### src/rtl/jacobi_pivot_search.sv
// jacobi_pivot_search: scans the strict upper triangle of an NxN symmetric
// matrix and reports the off-diagonal element of largest magnitude (p,q,M_pq).
// Optional convergence flag is built only when PIVOT_THRESH_EN is defined;
// otherwise converged is tied 0 and THRESH is unused.
module jacobi_pivot_search #(
    parameter int              N      = 4,
    parameter int              IDX_W  = 2,
    parameter int              DW     = 32,
    parameter logic [DW-1:0]   THRESH = 32'h3727C5AC
) (
    input  logic             clk,
    input  logic             reset,
    input  logic             start,
    output logic             rd_en,
    output logic [IDX_W-1:0] rd_i,
    output logic [IDX_W-1:0] rd_j,
    input  logic [DW-1:0]    M_ij,
    output logic             busy,
    output logic             done,
    output logic [IDX_W-1:0] pivot_p,
    output logic [IDX_W-1:0] pivot_q,
    output logic [DW-1:0]    pivot_val,
    output logic             converged
);

    typedef enum logic [1:0] {S_IDLE, S_SCAN, S_DRAIN, S_DONE} state_t;

    localparam logic [IDX_W-1:0] LAST_J = IDX_W'(N - 1);
    localparam logic [IDX_W-1:0] LAST_I = IDX_W'(N - 2);
    localparam logic [IDX_W-1:0] ONE    = IDX_W'(1);

    state_t           state_q, state_d;
    logic [IDX_W-1:0] i_q, i_d, j_q, j_d;
    // issued index delayed to line up with the returned data
    logic             vld_q, vld_d;
    logic [IDX_W-1:0] vi_q, vi_d, vj_q, vj_d;
    // running maximum
    logic             first_q, first_d;
    logic [DW-1:0]    max_val_q, max_val_d;
    logic [IDX_W-1:0] max_p_q, max_p_d, max_q_q, max_q_d;
    // published results
    logic [IDX_W-1:0] pivot_p_q, pivot_p_d, pivot_q_q, pivot_q_d;
    logic [DW-1:0]    pivot_val_q, pivot_val_d;
    logic             take;

    // Next-state, scan address generation and output decode
    always_comb begin
        state_d = state_q;
        i_d     = i_q;
        j_d     = j_q;
        case (state_q)
            S_IDLE: begin
                if (start) begin
                    state_d = S_SCAN;
                    i_d     = '0;
                    j_d     = ONE;
                end
            end
            S_SCAN: begin
                if (j_q == LAST_J) begin
                    if (i_q == LAST_I) begin
                        // last element issued; park the address at 0
                        state_d = S_DRAIN;
                        i_d     = '0;
                        j_d     = '0;
                    end else begin
                        i_d = i_q + ONE;
                        j_d = i_q + ONE + ONE;
                    end
                end else begin
                    j_d = j_q + ONE;
                end
            end
            S_DRAIN: state_d = S_DONE;
            S_DONE:  state_d = S_IDLE;
            default: state_d = S_IDLE;
        endcase
    end

    assign rd_en = (state_q == S_SCAN);
    assign rd_i  = i_q;
    assign rd_j  = j_q;
    assign busy  = (state_q != S_IDLE);
    assign done  = (state_q == S_DONE);

    // Magnitude compare on the returned element; sign bit ignored, so +0 == -0
    // and Inf/NaN naturally rank highest. Strict greater keeps the earliest tie.
    always_comb begin
        vld_d     = rd_en;
        vi_d      = i_q;
        vj_d      = j_q;
        first_d   = first_q;
        max_val_d = max_val_q;
        max_p_d   = max_p_q;
        max_q_d   = max_q_q;
        take      = vld_q && (first_q || (M_ij[DW-2:0] > max_val_q[DW-2:0]));
        if (vld_q) first_d = 1'b0;
        if (take) begin
            max_val_d = M_ij;
            max_p_d   = vi_q;
            max_q_d   = vj_q;
        end
        if (state_q == S_IDLE && start) begin
            first_d   = 1'b1;
            max_val_d = '0;
            max_p_d   = '0;
            max_q_d   = '0;
        end
    end

    // Results are loaded on the DRAIN->DONE edge (including the final
    // compare) so they are visible in the DONE cycle and hold afterwards.
    always_comb begin
        pivot_p_d   = pivot_p_q;
        pivot_q_d   = pivot_q_q;
        pivot_val_d = pivot_val_q;
        if (state_q == S_DRAIN) begin
            pivot_p_d   = max_p_d;
            pivot_q_d   = max_q_d;
            pivot_val_d = max_val_d;
        end
    end

    // State, address, pipeline and result registers
    always_ff @(posedge clk) begin
        if (reset) begin
            state_q     <= S_IDLE;
            i_q         <= '0;
            j_q         <= '0;
            vld_q       <= 1'b0;
            vi_q        <= '0;
            vj_q        <= '0;
            first_q     <= 1'b0;
            max_val_q   <= '0;
            max_p_q     <= '0;
            max_q_q     <= '0;
            pivot_p_q   <= '0;
            pivot_q_q   <= '0;
            pivot_val_q <= '0;
        end else begin
            state_q     <= state_d;
            i_q         <= i_d;
            j_q         <= j_d;
            vld_q       <= vld_d;
            vi_q        <= vi_d;
            vj_q        <= vj_d;
            first_q     <= first_d;
            max_val_q   <= max_val_d;
            max_p_q     <= max_p_d;
            max_q_q     <= max_q_d;
            pivot_p_q   <= pivot_p_d;
            pivot_q_q   <= pivot_q_d;
            pivot_val_q <= pivot_val_d;
        end
    end

    assign pivot_p   = pivot_p_q;
    assign pivot_q   = pivot_q_q;
    assign pivot_val = pivot_val_q;

`ifdef PIVOT_THRESH_EN
    logic converged_q, converged_d;

    // Convergence flag tracks the pivot outputs: loaded with them, held with them
    always_comb begin
        converged_d = converged_q;
        if (state_q == S_DRAIN)
            converged_d = (max_val_d[DW-2:0] < THRESH[DW-2:0]);
    end

    // Convergence flag register
    always_ff @(posedge clk) begin
        if (reset) converged_q <= 1'b0;
        else       converged_q <= converged_d;
    end

    assign converged = converged_q;
`else
    assign converged = 1'b0;
`endif

endmodule
### config.mk
export PLATFORM = sky130hd
export DESIGN_NAME = jacobi_pivot_search
export DESIGN_NICKNAME = d
export VERILOG_FILES = /design/src/rtl/jacobi_pivot_search.sv
export SDC_FILE = /design/constraint.sdc
export NUM_CORES = 1
export LEC_CHECK = 0
export ABC_AREA = 1
export CAP_MARGIN = 20
export CELL_PAD_IN_SITES_DETAIL_PLACEMENT = 2
export CELL_PAD_IN_SITES_GLOBAL_PLACEMENT = 2
export CORE_MARGIN = 2
export CORE_UTILIZATION = 31
export CTS_CLUSTER_DIAMETER = 40
export DETAILED_ROUTE_END_ITERATION = 16
export PLACE_DENSITY_LB_ADDON = 0.2
export SLEW_MARGIN = 40
export SYNTH_ARGS = -nofsm -noshare
export SYNTH_HDL_FRONTEND = slang
export SYNTH_SLANG_ARGS = --single-unit
### constraint.sdc
create_clock -name clk -period 3.05 [get_ports clk]
set_clock_uncertainty 0.15 [all_clocks]
set_input_delay 0.915 -clock clk [delete_from_list [all_inputs] [get_ports clk]]
set_output_delay 0.915 -clock clk [all_outputs]
set_load 0.02 [all_outputs]
==> results.md, run 1 <==
- Power consumption: between 5000 and 6000 uW
- #FFs+latches synth: between 80 and 90
- Clock Root Buffer: sky130_fd_sc_hd__clkbuf_16
- Number of core rows: 44
- Kind of start point of the critical path: input port
- Ys async rst share: 0
- Leading post-synthesis cells by instance count: 98 x sky130_fd_sc_hd__inv_1, 84 x sky130_fd_sc_hd__dfxtp_1, 64 x sky130_fd_sc_hd__nand2_1, 56 x sky130_fd_sc_hd__nor2_1, 45 x sky130_fd_sc_hd__nand3_1
- Hold path cells: 2
- Post-layout net count: roughly 750
- Critical register-to-register path startpoint: max_val_q[28]
- Slew Limit Fails: 0
- Number of design-rule violations left by the first detailed-router iteration: 107
- Vias in the first global route: 4,750
- Clock latency on the worst-skew pair: 0.35 ns
- Count of warnings emitted by yosys: 0
- Area added between synthesis and finish: 39.7%
- Tmin final: 2.93 ns
- Wire length of the first global-routing pass: about 24 mm
- Clock tree from TritonCTS: done
- Port-buffer cells: 77
- CP Capture Type: register
- Residual overflow from global routing: 0
- Count of hold-fix buffers inserted at cts: 0
- Max IR drop VDD: 326 uV
- Proportion of netlist area held by the largest area contributor: 0.367
- Hold/Removal Path Class: register to register
- Total CTS buffers: 9
- Hold violation total from the final report: 0
- Register clock-pin slew on the reported worst setup and hold paths: about 0.060 ns
- Count of inserted antenna diode cells: 0
- Die Span Y: approximately 130 um
- Dominant cells by area after synthesis: sky130_fd_sc_hd__dfxtp_1 37%, sky130_fd_sc_hd__ha_1 11%, sky130_fd_sc_hd__inv_1 8.0%
- Synthesized instance count: slightly below 600
- Fraction of layout cells with a size suffix above 1: 0.259
- Leakage: 0.00285 uW
- Worst Reg-to-Reg Cells: 15
- Antenna-violating nets left: 0
- Number of vias after detailed routing: 4,211
- Clock H-tree levels: 3
- Number of endpoints failing setup at the final stage: 0
- Residual DRC count: 0
- Post-Syn Area per Cell: 7.75 um^2
- Syn Nets: 666
- Die X: 126 um
- Count of flip-flops with a built-in enable after synthesis: 0
- Sink count of the clock tree: 84
- Fraction of met2 tracks used by global routing: 0.346
- Endpoint of the lowest-slack register-to-register path: pivot_val[5]
- Cell area after synthesis: 4580 um^2
- Total track usage: 0.188
- Routed wirelength normalized by instance count: 17.7 um
- Setup slack of the worst register-to-register path: 0.70 ns
- Arr. time, crit path: 2.99 ns
- GR Util met1: 0.218
- Unique cell type count in the Yosys netlist: 31
- Power per cell area: approximately 790 nW/um^2
- Headroom to the max-slew limit: 0.493
- Flip-flop cell with the highest count after synthesis: sky130_fd_sc_hd__dfxtp_1
- Actual transition at the worst max-transition pin: around 0.76 ns
- Cell type with the highest aggregate area in the netlist: sky130_fd_sc_hd__dfxtp_1
- Required time worst endpoint: between 3 and 4 ns
- Routing usage on met3: 0.0411
- Max Freq: between 300 and 400 MHz
- Cells after DPL: about 840
- Largest fanout on the critical path: 8
- Smallest setup slack after layout: approximately 0.12 ns
- Worst Hold End: vj_q[1]
- Initial cell density of the core: 0.316
- Gpl congestion: 0.805
- DR pass1 iterations: 4
- Final critical-path share of the clock period: 0.959
- I/O pin count: 79
- Most common cell in the synthesized netlist: sky130_fd_sc_hd__inv_1
- Hold slack final: 0.325 ns
- Total die area: about 16,000 um^2
- Count of max-cap constraint violations: 0
- Largest net degree at the start of global routing: 45
- GR peak layer: met2
- Proportion of synthesized chip area in sequential cells: 0.367
- Count of non-filler cells in the finished layout: 860
- Initial antenna violation count: 0
- Detailed-placement wirelength estimate: 10.2 mm
- Total length of routed wires: 15.2 mm
- Result of the run: complete, no violations
- Worst-case clock buffer depth: 2
- Start point of the worst min-delay path: rd_j[1]
- Core area: 14,500 um^2
- Post-placement setup slack: -0.461 ns
- Crit Path Category: input port to register
- Via density per instance: 4.90
-- metal layers --
| layer | vias to the layer above | part of all wire |
|---|---|---|
| met1 | 2095 | 0.42 |
| met4 | 0 | 0.013 |
| met3 | 12 | 0.029 |
| met2 | 67 | 0.53 |
| li1 | 2037 | - |
| met5 | - | 0 |
-- cells by family (layout without fill, tap and decap cells) --
| group | Yosys count | in the layout | synth area share |
|---|---|---|---|
| other | 1 | 1 | 0.000819 |
| AO/OA/AOI/OAI | 98 | 98 | 0.134 |
| adder cells (fa/ha/maj) | 40 | 40 | 0.109 |
| buffers and inverters | 130 | 215 | 0.114 |
| AND/OR/NAND/NOR | 238 | 238 | 0.275 |
| flip-flops | 84 | 84 | 0.367 |
-- cell usage in the layout, fill, tap and decap left out, drive strengths merged, types with 2 or more instances in the layout --
cell type,instances
o21ai,43
dlymetal6s2s,26
buf,21
clkdlybuf4s50,50
ha,40
nor3,3
dfxtp,84
nand3,75
nor2,57
nand2,97
clkbuf,19
nand4,2
a21oi,51
inv,98
-- registers in the layout (all words and copies together), names as in the netlist, 2 cells and up --
name and count:
vi_q 2, rd_j 2, max_p_q 2, max_val_q 32, pivot_p 2, rd_i 2
pivot_q 2, vj_q 2, max_q_q 2, pivot_val 32, state_q 2
-- power breakdown --
| group | switching [uW] | internal [uW] |
|---|---|---|
| Combinational | 1440 | 999 |
| Sequential | 163 | 1380 |
| Clock | 445 | 619 |
| Total | 2050 | 3000 |
-- through the flow --
| step | setup TNS [ns] | area [um^2] | util |
|---|---|---|---|
| 2_1_floorplan | 0 | 4580 | - |
| 3_3_place_gp | -17.26 | 5610 | 0.387 |
| 3_5_place_dp | -24.33 | 5610 | 0.387 |
| 4_1_cts | 0 | 5900 | 0.408 |
| 5_1_grt | -0.0586 | 6400 | 0.442 |
| 6_report | 0 | 6400 | 0.442 |
-- how the worst max path moves through the flow --
stage                    end  startpoint  depth (start not counted)  slack, ns
5_1_grt        pivot_val[31]    M_ij[19]                         15      -0.04
3_5_place_dp      pivot_p[1]    M_ij[10]                         15      -0.46
6_report        pivot_val[5]    M_ij[19]                         13       0.12
2_1_floorplan     pivot_p[0]    M_ij[30]                         13       0.47
4_1_cts           pivot_q[1]    M_ij[30]                         15      0.008
3_3_place_gp      pivot_p[1]    M_ij[10]                         15      -0.36
-- cell type report --
cell class,instances,area (um^2)
fill,1602,8080
multi-input combinational,377,2690
sequential,84,1680
timing repair buffer,101,1150
inverter,98,368
clock buffer,15,278
tap,184,230
clock inverter,1,5.00
-- timing repair --
item,in CTS,in global routing
gates cloned,0,5
pin swaps,0,26
endpoints found under the setup margin,62,69
buffers inserted,0,2
gates resized for setup,4,68
-- worst max-delay path, cell delays in order --
cell                              delay [ns]
sky130_fd_sc_hd__clkdlybuf4s50_1        0.46
sky130_fd_sc_hd__ha_1                   0.34
sky130_fd_sc_hd__buf_4                  0.11
sky130_fd_sc_hd__nand4_1                0.11
sky130_fd_sc_hd__nor3_1                 0.20
sky130_fd_sc_hd__nand3_1                0.11
sky130_fd_sc_hd__nand2_2                0.11
sky130_fd_sc_hd__nand2_4                0.10
sky130_fd_sc_hd__nand2_8                0.14
sky130_fd_sc_hd__clkbuf_16              0.19
sky130_fd_sc_hd__nand2_2                0.06
sky130_fd_sc_hd__nand3_2                0.08
sky130_fd_sc_hd__a21oi_2                0.06
(Power assumes the default switching activity.)
==> run 2, diff against run 1 <==
--- a/config.mk
+++ b/config.mk
@@ -6,10 +6,8 @@
 export NUM_CORES = 1
 export LEC_CHECK = 0
 export ABC_AREA = 1
-export CAP_MARGIN = 20
 export CELL_PAD_IN_SITES_DETAIL_PLACEMENT = 2
 export CELL_PAD_IN_SITES_GLOBAL_PLACEMENT = 2
-export CORE_MARGIN = 2
 export CORE_UTILIZATION = 31
 export CTS_CLUSTER_DIAMETER = 40
 export DETAILED_ROUTE_END_ITERATION = 16
==> run 2 against run 1 <==
Compared with the run above: first-iteration DRC count rose by 7.5%; wire length fell by 0.36%; sequential share of layout area rose by 0.59 points; hold slack improved by 0.028 ns; critical endpoint is now pivot_p[1]; critical path type unchanged; power rose by 2.8%; sequential power barely moved; via count fell by 0.66%; final area fell by 2.2%; flip-flop and latch count did not move; final cell count fell by 0.81%; combinational power fell by 3%.
==> results.md, run 2 (same netlist as run 1, synthesis figures left out) <==
- Result of the run: complete, no violations
- I/O pin count: 79 (unchanged)
- Number of vias after detailed routing: 4,183 (-0.66%)
- Initial antenna violation count: 0 (unchanged)
- Headroom to the max-slew limit: 0.538 (+0.0445)
- Most frequent standard cell in the layout excluding fill and tap cells: sky130_fd_sc_hd__inv_1
- Family of cells with the greatest summed delay on the critical path: simple AND/OR/NAND/NOR gates
- Antenna-violating nets left: 0 (unchanged)
- Largest net degree at the start of global routing: 63 (+40%)
- Required time worst endpoint: 3.18 ns (+0.06 ns)
- Delay of the slowest critical-path stage: 0.46 ns (about the same)
- Max Freq: 337 MHz (-1.3%)
- Detailed-placement wirelength estimate: 10.1 mm (-0.92%)
- Final critical-path share of the clock period: 0.972 (+0.0129)
- Number of core rows: 44 (unchanged)
- Initial cell density of the core: 0.316 (unchanged)
- Register clock-pin slew on the reported worst setup and hold paths: 0.06 ns (about the same)
- DR pass1 iterations: 6 (+2)
- Clock Root Buffer: sky130_fd_sc_hd__clkbuf_16
- Smallest setup slack after layout: 0.0854 ns (-0.0394 ns)
- Count of max-cap constraint violations: 0 (unchanged)
- Critical path's slowest cell: sky130_fd_sc_hd__clkdlybuf4s50_1
- Kind of start point of the critical path: input port
- Met3 wire len: 379 um (-13%)
- Worst path most repeated cell: sky130_fd_sc_hd__nand2_1
- Max layer used: met4
- Crit path buf inv count: 2 (-1)
- Sink count of the clock tree: 84 (unchanged)
- Wire length of the first global-routing pass: 23.4 mm (-1.2%)
- Routed wirelength normalized by instance count: 17.8 um (+0.46%)
- Total length of routed wires: 15.2 mm (-0.36%)
- Number of design-rule violations left by the first detailed-router iteration: 115 (+7.5%)
- Count of hold-fix buffers inserted at cts: 0 (unchanged)
- Clock H-tree levels: 3 (unchanged)
- Ordered list of cells on the worst path: clkdlybuf4s50_1 > ha_1 > nand3_1 > nand2_1 > nand2_1 > nand2_1 > nand2_1 > nand2_1 > nand2_1 > nand2_1 > nand2_2 > nand2_4 > nand2_8 > buf_12 > nand2_1 > nand3_2 > a21oi_2
- Power per cell area: 830 nW/um^2 (+5.1%)
- Total die area: 15,300 um^2 (-3.2%)
- Area added between synthesis and finish: 36.6%
- Residual overflow from global routing: 0 (unchanged)
- Gpl congestion: 0.784 (-2.7%)
- CP Capture Type: register
- Arr. time, crit path: 3.09 ns (+0.10 ns)
- Hold/Removal Path Class: register to register
- Sum of met2 wire segment lengths after detailed routing: 8.14 mm (about the same)
- Via density per instance: 4.90 (+0.15%)
- Post-placement setup slack: -0.326 ns (+0.135 ns)
- Commonest cells after routing, fill and taps aside: 98 x sky130_fd_sc_hd__inv_1, 84 x sky130_fd_sc_hd__dfxtp_1, 61 x sky130_fd_sc_hd__clkdlybuf4s50_1
- Clock tree from TritonCTS: done
- Wire length on met1: 6.38 mm (-1.3%)
- Leakage: 0.00272 uW (-4.6%)
- Max IR drop VDD: 385 uV (+18%)
- Port-buffer cells: 77 (unchanged)
- Post-layout net count: 740 (-0.80%)
- Actual transition at the worst max-transition pin: 0.692 ns (-0.0667 ns)
- Hold violation total from the final report: 0 (unchanged)
- Core area: 14,500 um^2 (unchanged)
- Power consumption: 5190 uW (+2.8%)
- Total CTS buffers: 9 (unchanged)
- Slew Limit Fails: 0 (unchanged)
- Vias in the first global route: 4,811 (+1.3%)
- Number of endpoints failing setup at the final stage: 0 (unchanged)
- Tmin final: 2.96 ns (+0.0394 ns)
- Die X: 124 um (-1.6%)
- Worst-case clock buffer depth: 2 (unchanged)
- Residual DRC count: 0 (unchanged)
- Die Span Y: 124 um (-1.6%)
- Count of inserted antenna diode cells: 0 (unchanged)
- Total track usage: 0.203 (+0.0145)
- Fraction of layout cells with a size suffix above 1: 0.244 (-0.0152)
- Largest fanout on the critical path: 8 (unchanged)
- Clock latency on the worst-skew pair: 0.35 ns (about the same)
- Crit Path Category: input port to register
-- run 2: changes by cell type in the layout (fill, tap and decap cells not counted), moves of 3 or more --
cell / delta
sky130_fd_sc_hd__dlymetal6s2s_1: -11
sky130_fd_sc_hd__bufinv_16: +3
sky130_fd_sc_hd__ha_4: -5
sky130_fd_sc_hd__ha_1: +5
sky130_fd_sc_hd__clkbuf_1: -3
sky130_fd_sc_hd__clkdlybuf4s50_1: +11
-- run 2: worst reg2reg max path, delay by kind of cell, from the launching register on --
family | cells | cell delay [ns]
AO/OA/AOI/OAI | 3 | 0.44
adder cells (fa/ha/maj) | 1 | 0.29
buffers and inverters | 2 | 0.28
flip-flops | 1 | 0.32
AND/OR/NAND/NOR | 9 | 0.83
-- run 2: path summary, 6_finish.rpt --
check                start         end  slack (ns)  cells past startpoint
min                rd_j[1]     vj_q[1]        0.35                      2
max                M_ij[2]  pivot_p[1]        0.09                     17
min reg2reg        rd_j[1]     vj_q[1]        0.35                      2
max reg2reg  max_val_q[30]  pivot_p[1]        0.69                     15
-- run 2: what timing repair did --
item                                    in CTS  in global routing
endpoints found under the hold margin        0                  0
setup buffers                                0                  0
pin swaps                                    0                 14
endpoints found under the setup margin       3                 72
resized for setup                            1                 48
gates cloned                                 0                  2
-- run 2: final cells by class --
type                    instances  area [um^2]
clock buffers                  10          239
clock inverters                 5          100
fillers                      1633         8220
inverters                      98          368
multi-input cells             377         2610
flip-flops and latches         84         1680
well taps                     184          230
repair buffers                 95         1030
-- run 2: metrics by stage --
step / cell area, um^2 / hold slack, ns / TNS (ns) / util / cells
after floorplan: 4580 / 0.360 / 0 / - / 591
after global placement: 5600 / 0.322 / -14.94 / 0.387 / 836
after detailed placement: 5600 / 0.339 / -19.04 / 0.387 / 836
after CTS: 5940 / 0.352 / 0 / 0.410 / 851
after global routing: 6260 / 0.398 / -0.402 / 0.432 / 853
final: 6260 / 0.352 / 0 / 0.432 / 853
-- run 2: metal layers --
layer  global-route usage  up-vias
met5                    0        -
met4               0.0783        0
li1                     -     2025
met3               0.0323       19
met2                0.384       61
met1                0.224     2078
-- run 2: where the power goes --
group | internal [uW] | switching, uW
sequential | 1380 | 164
clock | 815 | 458
combinational | 948 | 1420
==> run 3, diff against run 2 <==
--- a/config.mk
+++ b/config.mk
@@ -8,11 +8,12 @@
 export ABC_AREA = 1
 export CELL_PAD_IN_SITES_DETAIL_PLACEMENT = 2
 export CELL_PAD_IN_SITES_GLOBAL_PLACEMENT = 2
+export CORE_MARGIN = 4
 export CORE_UTILIZATION = 31
 export CTS_CLUSTER_DIAMETER = 40
 export DETAILED_ROUTE_END_ITERATION = 16
+export GPL_TIMING_DRIVEN = 0
 export PLACE_DENSITY_LB_ADDON = 0.2
-export SLEW_MARGIN = 40
 export SYNTH_ARGS = -nofsm -noshare
 export SYNTH_HDL_FRONTEND = slang
 export SYNTH_SLANG_ARGS = --single-unit
==> run 3 against run 2 <==
Compared with the run above: the run now ends with negative setup slack left; flip-flop and latch count did not move; register-to-register slack got worse by 0.09 ns; die area rose by 9.9%; sequential share of layout area fell by 0.66 points; global-route usage fell by 1.8 points; worst setup slack got worse by 0.094 ns; via count rose by 2.6%; hold slack got worse by 0.031 ns; maximum frequency fell by 3.1%; critical path depth fell by 1; clock-buffer cell count rose by 1; sequential power barely moved; critical path type unchanged.
==> results.md, run 3 (same netlist as run 1, synthesis figures left out) <==
- Result of the run: finished, violations left
- Violations in the final reports: negative setup slack
- Hold violation total from the final report: 0 (unchanged)
- Hold/Removal Path Class: register to register
- Commonest cells after routing, fill and taps aside: 98 x sky130_fd_sc_hd__inv_1, 84 x sky130_fd_sc_hd__dfxtp_1, 55 x sky130_fd_sc_hd__nand2_1
- Largest fanout on the critical path: 8 (unchanged)
- Smallest setup slack after layout: -0.00869 ns (-0.0941 ns)
- Clock tree from TritonCTS: done
- Wire length of the first global-routing pass: 24.1 mm (+2.8%)
- Critical path's slowest cell: sky130_fd_sc_hd__clkdlybuf4s50_1
- Number of endpoints failing setup at the final stage: 1 (+1)
- Area added between synthesis and finish: 40.0%
- Number of vias after detailed routing: 4,291 (+2.6%)
- Slew Limit Fails: 0 (unchanged)
- Fraction of layout cells with a size suffix above 1: 0.242 (-0.00162)
- Ordered list of cells on the worst path: clkdlybuf4s50_1 > ha_1 > nand2_2 > nor2_1 > and2_1 > nand2_1 > nand2_1 > nand2_1 > nand2_2 > nand2_4 > nand2_8 > nand2_8 > clkbuf_16 > nand2_2 > nand3_2 > a21oi_2
- Clock Root Buffer: sky130_fd_sc_hd__clkbuf_16
- Number of design-rule violations left by the first detailed-router iteration: 110 (-4.3%)
- Sink count of the clock tree: 84 (unchanged)
- Worst-case clock buffer depth: 2 (unchanged)
- Total die area: 16,800 um^2 (+9.9%)
- Gpl congestion: 0.769 (-1.8%)
- Power consumption: 5130 uW (-1.2%)
- Routed wirelength normalized by instance count: 18.6 um (+4.6%)
- Arr. time, crit path: 3.18 ns (+0.09 ns)
- Total length of routed wires: 16.3 mm (+7.2%)
- Final critical-path share of the clock period: 1.00 (+0.0309)
- Wire length on met1: 6.99 mm (+9.6%)
- Port-buffer cells: 76 (-1.3%)
- Residual DRC count: 0 (unchanged)
- Via density per instance: 4.91 (+0.12%)
- Die X: 130 um (+4.9%)
- Largest net degree at the start of global routing: 15 (-76%)
- Number of core rows: 44 (unchanged)
- Post-layout net count: 760 (+2.7%)
- Clock latency on the worst-skew pair: 0.35 ns (about the same)
- Max IR drop VDD: 317 uV (-18%)
- Headroom to the max-slew limit: 0.499 (-0.0384)
- Core area: 14,500 um^2 (unchanged)
- Crit path buf inv count: 2 (unchanged)
- Final core utilization: 0.443 (+0.0109)
- Count of hold-fix buffers inserted at cts: 0 (unchanged)
- I/O pin count: 79 (unchanged)
- Crit Path Category: input port to register
- Family of cells with the greatest summed delay on the critical path: simple AND/OR/NAND/NOR gates
- Tmin final: 3.06 ns (+0.0941 ns)
- Antenna-violating nets left: 0 (unchanged)
- Power per cell area: 799 nW/um^2 (-3.6%)
- Most frequent standard cell in the layout excluding fill and tap cells: sky130_fd_sc_hd__inv_1
- Required time worst endpoint: 3.17 ns (about the same)
- Initial antenna violation count: 0 (unchanged)
- Clock H-tree levels: 3 (unchanged)
- Delay of the slowest critical-path stage: 0.44 ns (-0.02 ns)
- Detailed-placement wirelength estimate: 11.1 mm (+9.4%)
- Initial cell density of the core: 0.316 (unchanged)
- Sum of met2 wire segment lengths after detailed routing: 8.64 mm (+6.1%)
- Count of max-cap constraint violations: 0 (unchanged)
- CP Capture Type: register
- Met3 wire len: 467 um (+23%)
- Register clock-pin slew on the reported worst setup and hold paths: 0.06 ns (about the same)
- DR pass1 iterations: 4 (-2)
- Total track usage: 0.184 (-0.0185)
- Die Span Y: 130 um (+4.9%)
- Vias in the first global route: 4,793 (-0.37%)
- Residual overflow from global routing: 0 (unchanged)
- Leakage: 0.00280 uW (+3.0%)
- Actual transition at the worst max-transition pin: 0.751 ns (+0.0585 ns)
- Count of inserted antenna diode cells: 0 (unchanged)
- Kind of start point of the critical path: input port
- Max layer used: met4
- Max Freq: 327 MHz (-3.1%)
- Total CTS buffers: 9 (unchanged)
[run 3: cell count changes in the layout (fill, tap and decap cells not counted), moves of 3 or more]
cell                              change
sky130_fd_sc_hd__clkbuf_1            +21
sky130_fd_sc_hd__ha_4                 +6
sky130_fd_sc_hd__dlymetal6s2s_1       +7
sky130_fd_sc_hd__nor2_2               +3
sky130_fd_sc_hd__buf_4                -6
sky130_fd_sc_hd__nand2_4              +3
sky130_fd_sc_hd__a21oi_1              +4
sky130_fd_sc_hd__a21oi_2              -4
sky130_fd_sc_hd__clkdlybuf4s50_1      -7
sky130_fd_sc_hd__ha_1                 -5
sky130_fd_sc_hd__nor2_1               -4
[run 3: cell type report]
| cell class | instances | area [um^2] |
|---|---|---|
| fill | 1643 | 8060 |
| multi-input combinational | 379 | 2740 |
| sequential | 84 | 1680 |
| timing repair buffer | 81 | 906 |
| inverter | 98 | 368 |
| clock buffer | 11 | 243 |
| tap | 184 | 230 |
| buffer | 32 | 191 |
| clock inverter | 5 | 60.1 |
[run 3: where the power goes]
| group | internal, uW | switching (uW) | total, uW | leakage (uW) |
|---|---|---|---|---|
| sequential | 1380 | 154 | 1540 | 0.000685 |
| clock | 660 | 468 | 1130 | 0.000146 |
| combinational | 966 | 1500 | 2460 | 0.00197 |
| total | 3010 | 2120 | 5130 | 0.00280 |
[run 3: worst paths after layout]
kind              endpoint  slack, ns           from  depth (start not counted)
max          pivot_val[19]     -0.009       M_ij[13]                         16
min                vj_q[1]       0.32        rd_j[1]                          2
max reg2reg  pivot_val[19]       0.60  max_val_q[12]                         16
min reg2reg        vj_q[1]       0.32        rd_j[1]                          2
[run 3: worst min-delay path, stage by stage, from the launching register on]
cell	delay, ns
sky130_fd_sc_hd__dfxtp_1	0.33
sky130_fd_sc_hd__inv_1	0.05
sky130_fd_sc_hd__nor2_1	0.04
[run 3: repair_timing]
action	in CTS	in global routing
cloned	0	5
pin swaps	1	34
gates resized for setup	7	71
endpoints found under the setup margin	61	66
setup buffers	0	2
[run 3: stage by stage]
step                      hold slack, ns  setup TNS [ns]  setup WS [ns]  std cells  area, um^2
after floorplan                    0.360               0          0.470        591        4580
after global placement             0.307          -25.88         -0.405        851        5570
after detailed placement           0.311          -28.85         -0.446        851        5570
after CTS                          0.324         -0.0230       -0.00821        867        5910
after global routing               0.349           -3.00        -0.0874        874        6410
final                              0.321        -0.00869       -0.00869        874        6410
[run 3: metal layers]
layer,global-route usage,vias up
met1,0.216,2144
met3,0.0429,15
met5,0,-
li1,-,2073
met4,0.0391,0
met2,0.341,59
